===== src/rtl/if_stage.sv =====
// Instruction-fetch stage with IF/ID pipeline register.
// Handles a req/ready memory, load-use stall, and decode redirects with a NOP flush.
module if_stage #(
   parameter logic [31:0] RESET_PC = 32'h0000_0000,
   parameter logic [31:0] NOP      = 32'h0000_0000
) (
   input  logic        clk,
   input  logic        rst_n,
   input  logic        PC_IFWrite,
   input  logic        J,
   input  logic        JR,
   input  logic        Z,
   input  logic [31:0] JumpAddr,
   input  logic [31:0] JrAddr,
   input  logic [31:0] BranchAddr,
   output logic        IMemReq,
   output logic [31:0] IMemAddr,
   input  logic        IMemReady,
   input  logic [31:0] IMemData,
   output logic [31:0] Instruction_id,
   output logic [31:0] NextPC_id
);

   localparam int unsigned XLEN = 32;
   localparam logic [XLEN-1:0] PC_STEP = XLEN'(4);

   typedef enum logic [1:0] {
      S_FETCH = 2'd0,
      S_HOLD  = 2'd1,
      S_DRAIN = 2'd2
   } state_e;

   state_e          state_q, state_d;
   logic [XLEN-1:0] pc_q, pc_d;
   logic [XLEN-1:0] hold_q, hold_d;
   logic [XLEN-1:0] drain_q, drain_d;
   logic [XLEN-1:0] instr_q, instr_d;
   logic [XLEN-1:0] npc_q, npc_d;
   logic            req_q, req_d;
   logic [XLEN-1:0] addr_q, addr_d;

   logic            redir;
   logic            fetch_done;
   logic [XLEN-1:0] target;
   logic [XLEN-1:0] pc_plus4;

   // Decode operands are stale during a load-use stall, so redirects are masked by PC_IFWrite.
   assign redir      = PC_IFWrite & (JR | J | Z);
   assign target     = JR ? JrAddr : (J ? JumpAddr : BranchAddr);
   assign pc_plus4   = pc_q + PC_STEP;
   // Ready only counts against a request that is actually on the bus.
   assign fetch_done = req_q & IMemReady;

   // State and pipeline registers
   always_ff @(posedge clk or negedge rst_n) begin
      if (!rst_n) begin
         state_q <= S_FETCH;
         pc_q    <= RESET_PC;
         hold_q  <= '0;
         drain_q <= '0;
         instr_q <= NOP;
         npc_q   <= '0;
         req_q   <= 1'b0;
         addr_q  <= RESET_PC;
      end else begin
         state_q <= state_d;
         pc_q    <= pc_d;
         hold_q  <= hold_d;
         drain_q <= drain_d;
         instr_q <= instr_d;
         npc_q   <= npc_d;
         req_q   <= req_d;
         addr_q  <= addr_d;
      end
   end

   // Next-state and datapath update
   always_comb begin
      state_d = state_q;
      pc_d    = pc_q;
      hold_d  = hold_q;
      drain_d = drain_q;
      instr_d = instr_q;
      npc_d   = npc_q;

      unique case (state_q)
         S_FETCH: begin
            if (redir && fetch_done) begin
               pc_d    = target;
               instr_d = NOP;
            end else if (redir) begin
               // An outstanding request must finish at its own address before the target is fetched.
               if (req_q) begin
                  drain_d = pc_q;
                  state_d = S_DRAIN;
               end
               pc_d    = target;
               instr_d = NOP;
            end else if (PC_IFWrite && fetch_done) begin
               instr_d = IMemData;
               npc_d   = pc_plus4;
               pc_d    = pc_plus4;
            end else if (PC_IFWrite) begin
               instr_d = NOP;
            end else if (fetch_done) begin
               hold_d  = IMemData;
               state_d = S_HOLD;
            end
         end

         S_HOLD: begin
            if (!PC_IFWrite) begin
               state_d = S_HOLD;
            end else if (redir) begin
               pc_d    = target;
               instr_d = NOP;
               state_d = S_FETCH;
            end else begin
               instr_d = hold_q;
               npc_d   = pc_plus4;
               pc_d    = pc_plus4;
               state_d = S_FETCH;
            end
         end

         S_DRAIN: begin
            if (PC_IFWrite) begin
               instr_d = NOP;
            end
            if (fetch_done) begin
               state_d = S_FETCH;
            end
         end

         default: begin
            state_d = S_FETCH;
         end
      endcase
   end

   // Memory-side outputs, registered from the next state so the address is stable per request
   always_comb begin
      req_d  = (state_d != S_HOLD);
      addr_d = (state_d == S_DRAIN) ? drain_d : pc_d;
   end

   assign IMemReq        = req_q;
   assign IMemAddr       = addr_q;
   assign Instruction_id = instr_q;
   assign NextPC_id      = npc_q;

endmodule


===== config.mk =====
export PLATFORM = sky130hd
export DESIGN_NAME = if_stage
export DESIGN_NICKNAME = d
export VERILOG_FILES = /design/src/rtl/if_stage.sv
export SDC_FILE = /design/constraint.sdc
export NUM_CORES = 1
export LEC_CHECK = 0
export ABC_AREA = 0
export CORE_ASPECT_RATIO = 2
export CORE_MARGIN = 1
export CORE_UTILIZATION = 45
export CTS_BUF_LIST = sky130_fd_sc_hd__clkbuf_16
export DETAILED_ROUTE_END_ITERATION = 16
export PLACE_DENSITY = 0.73
export SLEW_MARGIN = 0
export SYNTH_ARGS = -nofsm -noshare
export SYNTH_HDL_FRONTEND = slang
export SYNTH_SLANG_ARGS = --single-unit

===== constraint.sdc =====
create_clock -name clk -period 3.9 [get_ports clk]
set_clock_uncertainty 0.05 [all_clocks]
set_input_delay 0.39 -clock clk [delete_from_list [all_inputs] [get_ports clk]]
set_output_delay 0.39 -clock clk [all_outputs]
set_load 0.02 [all_outputs]

==> impl_metrics.csv, run 1 <==
group,metric,value,unit
run_status,status,"finished, final reports clean",
route,final_antenna_net_count,0,
timing,fmax,320.3,MHz
clocking,clk_pin_slew_worst_paths,0.07,ns
logic_synthesis,syn-cell-area,9721,um^2
setup_path,max_stage_delay,0.97,ns
route,routed_wl,28.49,mm
clocking,cts-buffers-inserted,17,
setup_path,worstPathRequired,4.16,ns
final_layout,antenna_cells,0,
floorplan,core,21110,um^2
logic_synthesis,async_reset_ff_share,100.0,%
logic_synthesis,synth_nets,1062,
logic_synthesis,synthFlopType,"dfrtp_1",
timing,setup_tns,0,ns
final_layout,final_layout_size_suffix_gt1_share,15.63,%
grt,grtUsageTotal,26.54,%
logic_synthesis,yosysUniqueCellTypes,65,
clocking,cts_sinks,195,
floorplan,floorplan.initialDensity,46.04,%
setup_path,slowest_stage,"clkdlybuf4s50_1",
final_layout,fillCellCount,1819,
logic_synthesis,synth_common_cells,"dfrtp_1 (195), nand2_1 (111), mux2_2 (106)",
setup_path,path_delay_family,"buffers and inverters",
min_path,worstHoldStart,"NextPC_id[15]$_DFFE_PN0P_",
setup_path,crit_chain,"clkdlybuf4s50_1 -> o31ai_4 -> o41ai_1 -> a21oi_1 -> nor4_4 -> buf_4 -> mux2_2",
route,viasPerCell,5.688,
setup_path,criticalPathCategory,"input port to register",
route,drt-initial-drc-count,421,
grt,grt_overflow,0,
logic_synthesis,synth-edff-count,0,
logic_synthesis,synth-seq-cells,195,
logic_synthesis,synth_top_area_cell,"dfrtp_1",
job,maxCapViolations,0,
clocking,h-tree-depth,4,
place,place_area,12230,um^2
place,dp_hpwl,21.05,mm
grt,grt_max_degree,135,
logic_synthesis,synth.top_cells.by_area,"dfrtp_1 (50%), mux2_2 (12%), o21ai_0 (4.5%)",
floorplan,die_x,105.9,um
logic_synthesis,synth_most_common_cell,"dfrtp_1",
final_layout,syn_to_final_growth,31.77,%
grt,grt_pass1_wl,44.97,mm
power_and_ir_drop,p_per_area,766.1,nW/um^2
clocking,cts_tree,"done",
power_and_ir_drop,peakVddDrop,0.4180,mV
floorplan,ios,232,
place,port_buffers,231,
setup_path,path_max_fanout,20,
route,wire_per_inst,20.24,um
setup_path,crit_path_start_kind,"input port",
timing,setup_viol,0,
route,drc,0,
grt,grt_pass1_vias,8356,
route,dr_total_vias,8008,
logic_synthesis,ys_seq_area_share,50.20,%
clocking,insertion_delay,0.43,ns
timing,finalCritPeriodShare,80.06,%
route,drtPass1Iterations,5,
timing,worstMarginPinSlew,0.9517,ns
setup_path,cp_num_buf_inv,2,
power_and_ir_drop,p_leak,5.265,nW
timing,slew_violations,0,
place,gp_congestion,0.8978,
logic_synthesis,avgSynthCellArea,10.54,um^2
setup_path,cp-end-kind,"register",
logic_synthesis,syn_inst,922,
setup_path,timing.rr.end,"IMemAddr[29]$_DFF_PN0_",
floorplan,placementRows,75,
final_layout,final_net_count,1266,
clocking,clockRootBuffer,"clkbuf_16",
grt,antenna_found_initial,0,
logic_synthesis,yosys_warnings,0,
timing,min_period,3.122,ns
timing,hold_violations,0,
timing,rsz0062_at_grt,"false",
logic_synthesis,synth_top_area_share,50.20,%
min_path,holdPathStages,2,
final_layout,final_area,12810,um^2
setup_path,arrival,3.38,ns
clocking,cts.path.max_buffers,2,
min_path,holdPathEnd,"NextPC_id[15]$_DFFE_PN0P_",
setup_path,reg2reg_depth,7,
setup_path,reg2reg_setup_slack,0.84,ns
min_path,min_path_type,"register to register",
floorplan,die-height,209.9,um
floorplan,die_area,22230,um^2
setup_path,rr_startpoint,"state_q[0]$_DFF_PN0_",
timing,slew_headroom,36.25,%
[placed cells by master (no fill, tap or decap), drive strengths merged, types with 3 or more instances in the layout]
master,instances
clkdlybuf4s50,228
dfrtp,195
nand2,111
mux2,107
o21ai,89
nor2,43
a21oi,42
a22oi,38
mux2i,28
buf,24
xnor2,19
clkbuf,18
nand3,14
nand4,12
inv,12
a31oi,11
nor2b,10
nor3,10
xor2,8
or3,8
clkinv,8
nor4,7
a21o,6
and3,6
o211ai,6
nand2b,5
ha,5
o31ai,5
or4,4
a211o,4
a31o,4
o221ai,4
and4,4
nor3b,3
nand3b,3
and2,3
a221o,3
a211oi,3
[per-stage QoR]
step	setup WS (ns)	util [%]	hold slack (ns)	power [mW]	std cells
floorplan	1.524	-	0.04441	6.266	922
global placement	0.5056	57.92	0.3516	8.030	1375
detailed placement	0.3903	57.92	0.3533	8.141	1375
CTS	0.8251	60.66	0.4338	9.870	1408
global route	0.6756	60.66	0.4551	10.41	1408
finish	0.7776	60.66	0.4262	9.813	1408
[worst max-delay path by stage]
stage                         startpoint                      to  slack, ns  depth (start not counted)
finish                        PC_IFWrite  IMemAddr[11]$_DFF_PN0_       0.78                          7
global route                  PC_IFWrite  IMemAddr[11]$_DFF_PN0_       0.68                          7
global placement              PC_IFWrite  IMemAddr[10]$_DFF_PN0_       0.51                          7
CTS                           PC_IFWrite  IMemAddr[12]$_DFF_PN0_       0.83                          7
detailed placement            PC_IFWrite  IMemAddr[11]$_DFF_PN0_       0.39                          7
floorplan           state_q[1]$_DFF_PN0_  IMemAddr[29]$_DFF_PN0_       1.52                          9
[tightest hold or removal path, stage by stage (launching register included)]
cell and delay [ns]:
dfrtp_1 0.34, nand2_1 0.05, o21ai_0 0.06
[flip-flops by register name, summed over array words and instances, names as in the netlist]
name and cells:
IMemAddr 32, IMemReq 1, Instruction_id 32, NextPC_id 32, drain_q 32, hold_q 32, pc_q 32, state_q 2
[area by class of cell]
cell class                      instances  area (um^2)  share of cell area, %
Clock buffer                           17        425.4                  3.321
Inverter                                9        33.78                 0.2637
Timing Repair Buffer                  254         2494                  19.47
Tap cell                              269        336.6                  2.628
Sequential cell                       195         4880                  38.10
Multi-Input combinational cell        649         4496                  35.10
Clock inverter                         15        143.9                  1.123
[logic make-up (layout without fill, tap and decap cells)]
family / Yosys count / after routing / share of synthesized area, %
AND/OR/NAND/NOR: 249 / 249 / 12.73
XOR/XNOR: 27 / 27 / 2.433
flip-flops: 195 / 195 / 50.20
adder cells (fa/ha/maj): 5 / 5 / 0.6436
buffers and inverters: 78 / 295 / 3.694
AO/OA/AOI/OAI: 233 / 233 / 15.02
multiplexers: 135 / 135 / 15.28
[layer usage]
layer  share of wire [%]  routed length, um  track usage, %  vias up
met2                  54              15480           48.84      284
met4                 4.9               1389           15.85        0
met1                  36              10190           27.92     3911
met3                 5.0               1432           4.224       74
met5                   0                  0               0        -
li1                    -                  -               -     3739
[where the power goes]
part / total, mW / leakage [nW] / switching, mW / internal [mW]
clock: 1.70 / 0.281 / 0.758 / 0.939
sequential: 3.65 / 2.43 / 0.692 / 2.96
combinational: 4.47 / 2.56 / 2.38 / 2.09
[timing repair]
action | 4_1_cts | 5_1_grt
resized for setup | 0 | 0
buffers inserted | 0 | 0
endpoints found under the hold margin | 61 | 0
hold buffers | 1 | 0
(Power assumes the default switching activity.)
==> inputs of run 2 (changes only) <==
--- a/config.mk
+++ b/config.mk
@@ -11,7 +11,7 @@
 export CORE_UTILIZATION = 45
 export CTS_BUF_LIST = sky130_fd_sc_hd__clkbuf_16
 export DETAILED_ROUTE_END_ITERATION = 16
-export PLACE_DENSITY = 0.73
+export PLACE_DENSITY = 0.76
 export SLEW_MARGIN = 0
 export SYNTH_ARGS = -nofsm -noshare
 export SYNTH_HDL_FRONTEND = slang
==> constraint.sdc (replaced) <==
create_clock -name clk -period 2.7 [get_ports clk]
set_clock_uncertainty 0.05 [all_clocks]
set_input_delay 0.27 -clock clk [delete_from_list [all_inputs] [get_ports clk]]
set_output_delay 0.27 -clock clk [all_outputs]
set_load 0.02 [all_outputs]
==> impl_metrics.csv, run 2 (same netlist as run 1, synthesis figures left out) <==
group,metric,value,unit
run_status,status,"finished, final reports clean",
grt,grtUsageTotal,26.38,%
timing,hold_violations,0,
route,viasPerCell,5.705,
final_layout,fin_util,62.41,%
job,maxCapViolations,0,
timing,fmax,388.4,MHz
timing,setup_viol,0,
grt,grt_max_degree,65,
timing,min_period,2.574,ns
place,gp_congestion,0.9407,
clocking,clk_pin_slew_worst_paths,0.07,ns
floorplan,floorplan.initialDensity,46.04,%
final_layout,seqCellArea,4880,um^2
setup_path,slowest_stage,"o21ai_0",
power_and_ir_drop,seq_power_share,36.0,%
route,routed_wl,28.69,mm
grt,grt_pass1_vias,8540,
setup_path,crit_path_start_kind,"register",
power_and_ir_drop,power_frac_clock,17.4,%
setup_path,worstPathRequired,2.96,ns
clocking,cts-buffers-inserted,17,
grt,antenna_found_initial,0,
final_layout,multi_input_area,4492,um^2
grt,grt_pass1_wl,44.66,mm
route,drc,0,
place,dp_hpwl,21.90,mm
setup_path,arrival,2.84,ns
clocking,cts_hold_buf,1,
route,drtPass1Iterations,6,
floorplan,die-height,209.9,um
route,wire_per_inst,19.80,um
power_and_ir_drop,p_sw,5.597,mW
min_path,min_path_type,"input port to register",
final_layout,finalNonFillerCells,1449,
route,drt-initial-drc-count,371,
floorplan,core,21110,um^2
timing,worstMarginPinSlew,0.5893,ns
timing,slew_violations,0,
timing,setup_tns,0,ns
place,dp_slack,0.07023,ns
setup_path,path_max_fanout,11,
grt,grt_overflow,0,
clocking,insertion_delay,0.43,ns
clocking,h-tree-depth,4,
timing,finalCritPeriodShare,95.35,%
setup_path,max_stage_delay,0.45,ns
setup_path,cp-end-kind,"register",
route,final_antenna_net_count,0,
setup_path,criticalPathCategory,"register to register",
power_and_ir_drop,p_per_area,1096,nW/um^2
final_layout,syn_to_final_growth,35.55,%
clocking,cts_tree,"done",
setup_path,crit_chain,"inv_1 -> ha_1 -> o21ai_0 -> or2_2 -> buf_4 -> nor2_1 -> a211o_1 -> mux2_2",
timing,slew_headroom,60.30,%
final_layout,final_layout_size_suffix_gt1_share,18.56,%
floorplan,die_x,105.9,um
power_and_ir_drop,p_leak,5.483,nW
final_layout,final_cell_mix,"clkdlybuf4s50_1 (228), dfrtp_1 (195), nand2_1 (111)",
floorplan,ios,232,
timing,final.setup.worst_slack,0.1256,ns
final_layout,final_net_count,1307,
clocking,cts_setup_buffers,0,
place,port_buffers,231,
timing,rsz0062_at_grt,"false",
power_and_ir_drop,total_power,14.44,mW
final_layout,antenna_cells,0,
clocking,cts_sinks,195,
final_layout,fillCellCount,1779,
power_and_ir_drop,switching_share,38.76,%
place,place_inst,1416,
final_layout,final_common_cell,"clkdlybuf4s50_1",
floorplan,die_area,22230,um^2
power_and_ir_drop,intPower,8.842,mW
clocking,postCtsResizedCells,0,
power_and_ir_drop,comb_power_share,46.6,%
clocking,cts.path.max_buffers,2,
route,dr_total_vias,8267,
floorplan,placementRows,75,
clocking,clockRootBuffer,"clkbuf_16",
power_and_ir_drop,peakVddDrop,0.5876,mV
run 2: cell count changes in the layout (fill, tap and decap cells not counted):
cell	change
buf_4	+37
buf_12	+4
inv_8	+2
clkinv_2	-1
clkinv_4	-1
inv_1	-1
inv_6	+1
mux2i_1	+1
mux2i_2	-1
run 2: path summary, 6_finish.rpt:
check	startpoint	end	slack (ns)	cells past startpoint
max in group asynchronous	rst_n	hold_q[22]$_DFFE_PN0P_	1.46	3
worst max-delay path	state_q[1]$_DFF_PN0_	IMemAddr[18]$_DFF_PN0_	0.13	8
min in group asynchronous	rst_n	Instruction_id[7]$_DFFE_PN0P_	0.33	2
worst max register to register	state_q[1]$_DFF_PN0_	IMemAddr[18]$_DFF_PN0_	0.13	8
worst min register to register	NextPC_id[21]$_DFFE_PN0P_	NextPC_id[21]$_DFFE_PN0P_	0.43	2
worst min-delay path	JR	pc_q[3]$_DFF_PN0_	0.31	3
run 2: routing by layer:
layer  share of wire [%]  GRT usage [%]
met1                  35          28.01
met2                  54          47.89
met3                 5.5          4.441
met4                 5.7          16.19
met5                   0              0
run 2: final cells by class:
| type | instances | share of cell area [%] |
|---|---|---|
| Timing Repair Buffer | 295 | 21.64 |
| Inverter | 9 | 0.2564 |
| Clock buffer | 17 | 3.229 |
| Clock inverter | 15 | 1.196 |
| Multi-Input combinational cell | 649 | 34.09 |
| Tap cell | 269 | 2.554 |
| Sequential cell | 195 | 37.03 |
run 2: stage by stage:
step | instance area, um^2 | hold WS (ns)
final | 13180 | 0.3143
after global routing | 13180 | 0.3106
after CTS | 13180 | 0.2961
after detailed placement | 12580 | 0.2507
after global placement | 12580 | 0.2443
after floorplan | 9721 | -0.07559
run 2: power groups by stage:
| stage | Sequential [mW] | Clock [mW] | Combinational, mW |
|---|---|---|---|
| after CTS | 5.19 | 2.57 | 6.74 |
| after detailed placement | 5.23 | 0 | 6.72 |
| final | 5.20 | 2.51 | 6.73 |
| after global placement | 5.19 | 0 | 6.59 |
| after floorplan | 5.62 | 0 | 3.43 |
| after global routing | 5.34 | 2.68 | 7.24 |
run 2: worst max-delay path, delay by kind of cell, from the launching register on:
| kind | cells | cell delay (ns) |
|---|---|---|
| AOI/OAI and AO/OA | 2 | 0.74 |
| muxes | 1 | 0.26 |
| buffers and inverters | 2 | 0.26 |
| DFF | 1 | 0.40 |
| adders and majority gates | 1 | 0.30 |
| and+or+nand+nor | 2 | 0.44 |
==> inputs of run 3 (changes only) <==
--- a/config.mk
+++ b/config.mk
@@ -11,8 +11,8 @@
 export CORE_UTILIZATION = 45
 export CTS_BUF_LIST = sky130_fd_sc_hd__clkbuf_16
 export DETAILED_ROUTE_END_ITERATION = 16
+export GPL_ROUTABILITY_DRIVEN = 0
 export PLACE_DENSITY = 0.76
-export SLEW_MARGIN = 0
 export SYNTH_ARGS = -nofsm -noshare
 export SYNTH_HDL_FRONTEND = slang
 export SYNTH_SLANG_ARGS = --single-unit
==> impl_metrics.csv, run 3 (same netlist as run 1, synthesis figures left out) <==
group,metric,value,unit
setup_path,reg2reg_depth,8,
final_layout,syn_to_final_growth,36.13,%
grt,grt_overflow,0,
setup_path,reg2reg_setup_slack,0.17,ns
power_and_ir_drop,peakVddDrop,0.6179,mV
route,drtPass1Iterations,6,
final_layout,fillCellCount,1765,
setup_path,criticalPathCategory,"register to register",
floorplan,placementRows,75,
setup_path,arrival,2.81,ns
grt,grt_max_degree,64,
clocking,insertion_delay,0.44,ns
timing,setup_viol,0,
power_and_ir_drop,seq_power_share,35.2,%
place,place_area,12580,um^2
grt,grtUsageTotal,26.73,%
setup_path,worstPathRequired,2.98,ns
power_and_ir_drop,total_power,14.72,mW
timing,finalCritPeriodShare,93.87,%
place,port_buffers,231,
route,viasPerCell,5.724,
job,maxCapViolations,0,
timing,hold_violations,0,
final_layout,final_area,13230,um^2
final_layout,final_common_cell,"clkdlybuf4s50_1",
timing,fmax,394.5,MHz
timing,worstMarginPinSlew,0.5657,ns
timing,final.setup.worst_slack,0.1654,ns
power_and_ir_drop,p_leak,5.501,nW
power_and_ir_drop,power_frac_clock,18.6,%
final_layout,final_layout_size_suffix_gt1_share,18.40,%
clocking,cts_tree,"done",
route,wire_per_inst,19.99,um
clocking,h-tree-depth,4,
place,dp_hpwl,21.64,mm
route,dr_total_vias,8260,
clocking,cts-buffers-inserted,17,
power_and_ir_drop,intPower,9.128,mW
setup_path,crit_path_start_kind,"register",
min_path,min_path_type,"input port to async pin",
timing,setup_tns,0,ns
floorplan,die_area,22230,um^2
floorplan,ios,232,
power_and_ir_drop,p_per_area,1112,nW/um^2
clocking,cts_sinks,195,
timing,slew_violations,0,
route,drt-initial-drc-count,443,
power_and_ir_drop,switching_share,37.99,%
grt,grt_pass1_wl,45.22,mm
clocking,cts_setup_buffers,0,
final_layout,final_net_count,1303,
run_status,status,"finished, final reports clean",
setup_path,path_max_fanout,7,
clocking,clk_pin_slew_worst_paths,0.07,ns
route,drc,0,
clocking,clockRootBuffer,"clkbuf_16",
route,final_antenna_net_count,0,
route,routed_wl,28.85,mm
power_and_ir_drop,p_sw,5.593,mW
clocking,cts.path.max_buffers,2,
timing,slew_headroom,61.89,%
floorplan,floorplan.initialDensity,46.04,%
final_layout,antenna_cells,0,
final_layout,fin_util,62.67,%
final_layout,final_cell_mix,"clkdlybuf4s50_1 (228), dfrtp_1 (195), nand2_1 (111)",
setup_path,timing.rr.end,"IMemAddr[29]$_DFF_PN0_",
power_and_ir_drop,comb_power_share,46.1,%
floorplan,core,21110,um^2
place,dp_slack,0.04240,ns
timing,min_period,2.535,ns
floorplan,die_x,105.9,um
floorplan,die-height,209.9,um
grt,grt_pass1_vias,8578,
grt,antenna_found_initial,0,
setup_path,cp-end-kind,"register",
setup_path,rr_startpoint,"state_q[1]$_DFF_PN0_",
-- run 3: cell types whose count changed in the layout (fill, tap and decap cells not counted), sizes merged --
cell      before  now
clkinvlp       2    1
buf           65   61
clkinv         6    2
bufinv         2    5
-- run 3: area by class of cell --
class | count | area [um^2] | area share, %
Tap cell | 269 | 336.6 | 2.543
Multi-Input combinational cell | 649 | 4502 | 34.02
Inverter | 9 | 33.78 | 0.2553
Clock inverter | 13 | 209.0 | 1.579
Clock buffer | 17 | 425.4 | 3.215
Sequential cell | 195 | 4880 | 36.88
Timing Repair Buffer | 291 | 2846 | 21.51
-- run 3: power by group through the flow --
stage	clock network, mW	registers, mW	logic (mW)
6_report	2.74	5.19	6.79
5_1_grt	2.89	5.34	7.30
4_1_cts	2.79	5.18	6.79
3_5_place_dp	0	5.22	6.75
3_3_place_gp	0	5.16	6.60
2_1_floorplan	0	5.62	3.43
-- run 3: layer usage --
metal / wire [um] / up-vias / global-route usage (%)
met1: 10140 / 4015 / 28.20
met4: 1852 / 0 / 18.73
li1: - / 3808 / -
met2: 15300 / 345 / 47.35
met3: 1550 / 92 / 4.907
met5: 0 / - / 0
-- run 3: per-stage QoR --
step | cells | hold slack (ns)
after floorplan | 922 | -0.07559
after global placement | 1412 | 0.2362
after detailed placement | 1412 | 0.2426
after CTS | 1443 | 0.3386
after global routing | 1443 | 0.3616
final | 1443 | 0.3192
-- run 3: worst max-delay path by stage --
stage	from	to	slack, ns	depth (start not counted)
detailed placement	PC_IFWrite	IMemAddr[10]$_DFF_PN0_	0.04	8
finish	state_q[1]$_DFF_PN0_	IMemAddr[29]$_DFF_PN0_	0.17	8
floorplan	state_q[1]$_DFF_PN0_	IMemAddr[29]$_DFF_PN0_	0.32	9
CTS	state_q[0]$_DFF_PN0_	IMemAddr[20]$_DFF_PN0_	0.07	7
global route	state_q[0]$_DFF_PN0_	IMemAddr[17]$_DFF_PN0_	-0.02	9
global placement	Z	IMemAddr[10]$_DFF_PN0_	0.11	7
-- run 3: critical path: stages (launching register included) --
cell and delay (ns):
dfrtp_1 0.41, inv_1 0.10, ha_1 0.34, and3b_1 0.23, a31oi_1 0.05, or4_1 0.52
mux2_2 0.28, o21a_1 0.18, mux2_2 0.26
-- run 3: timing repair --
item / in CTS / in global routing
hold buffers: 1 / 0
endpoints found under the setup margin: 0 / 10
resized for setup: 0 / 2
hold endpoints to repair: 60 / 0
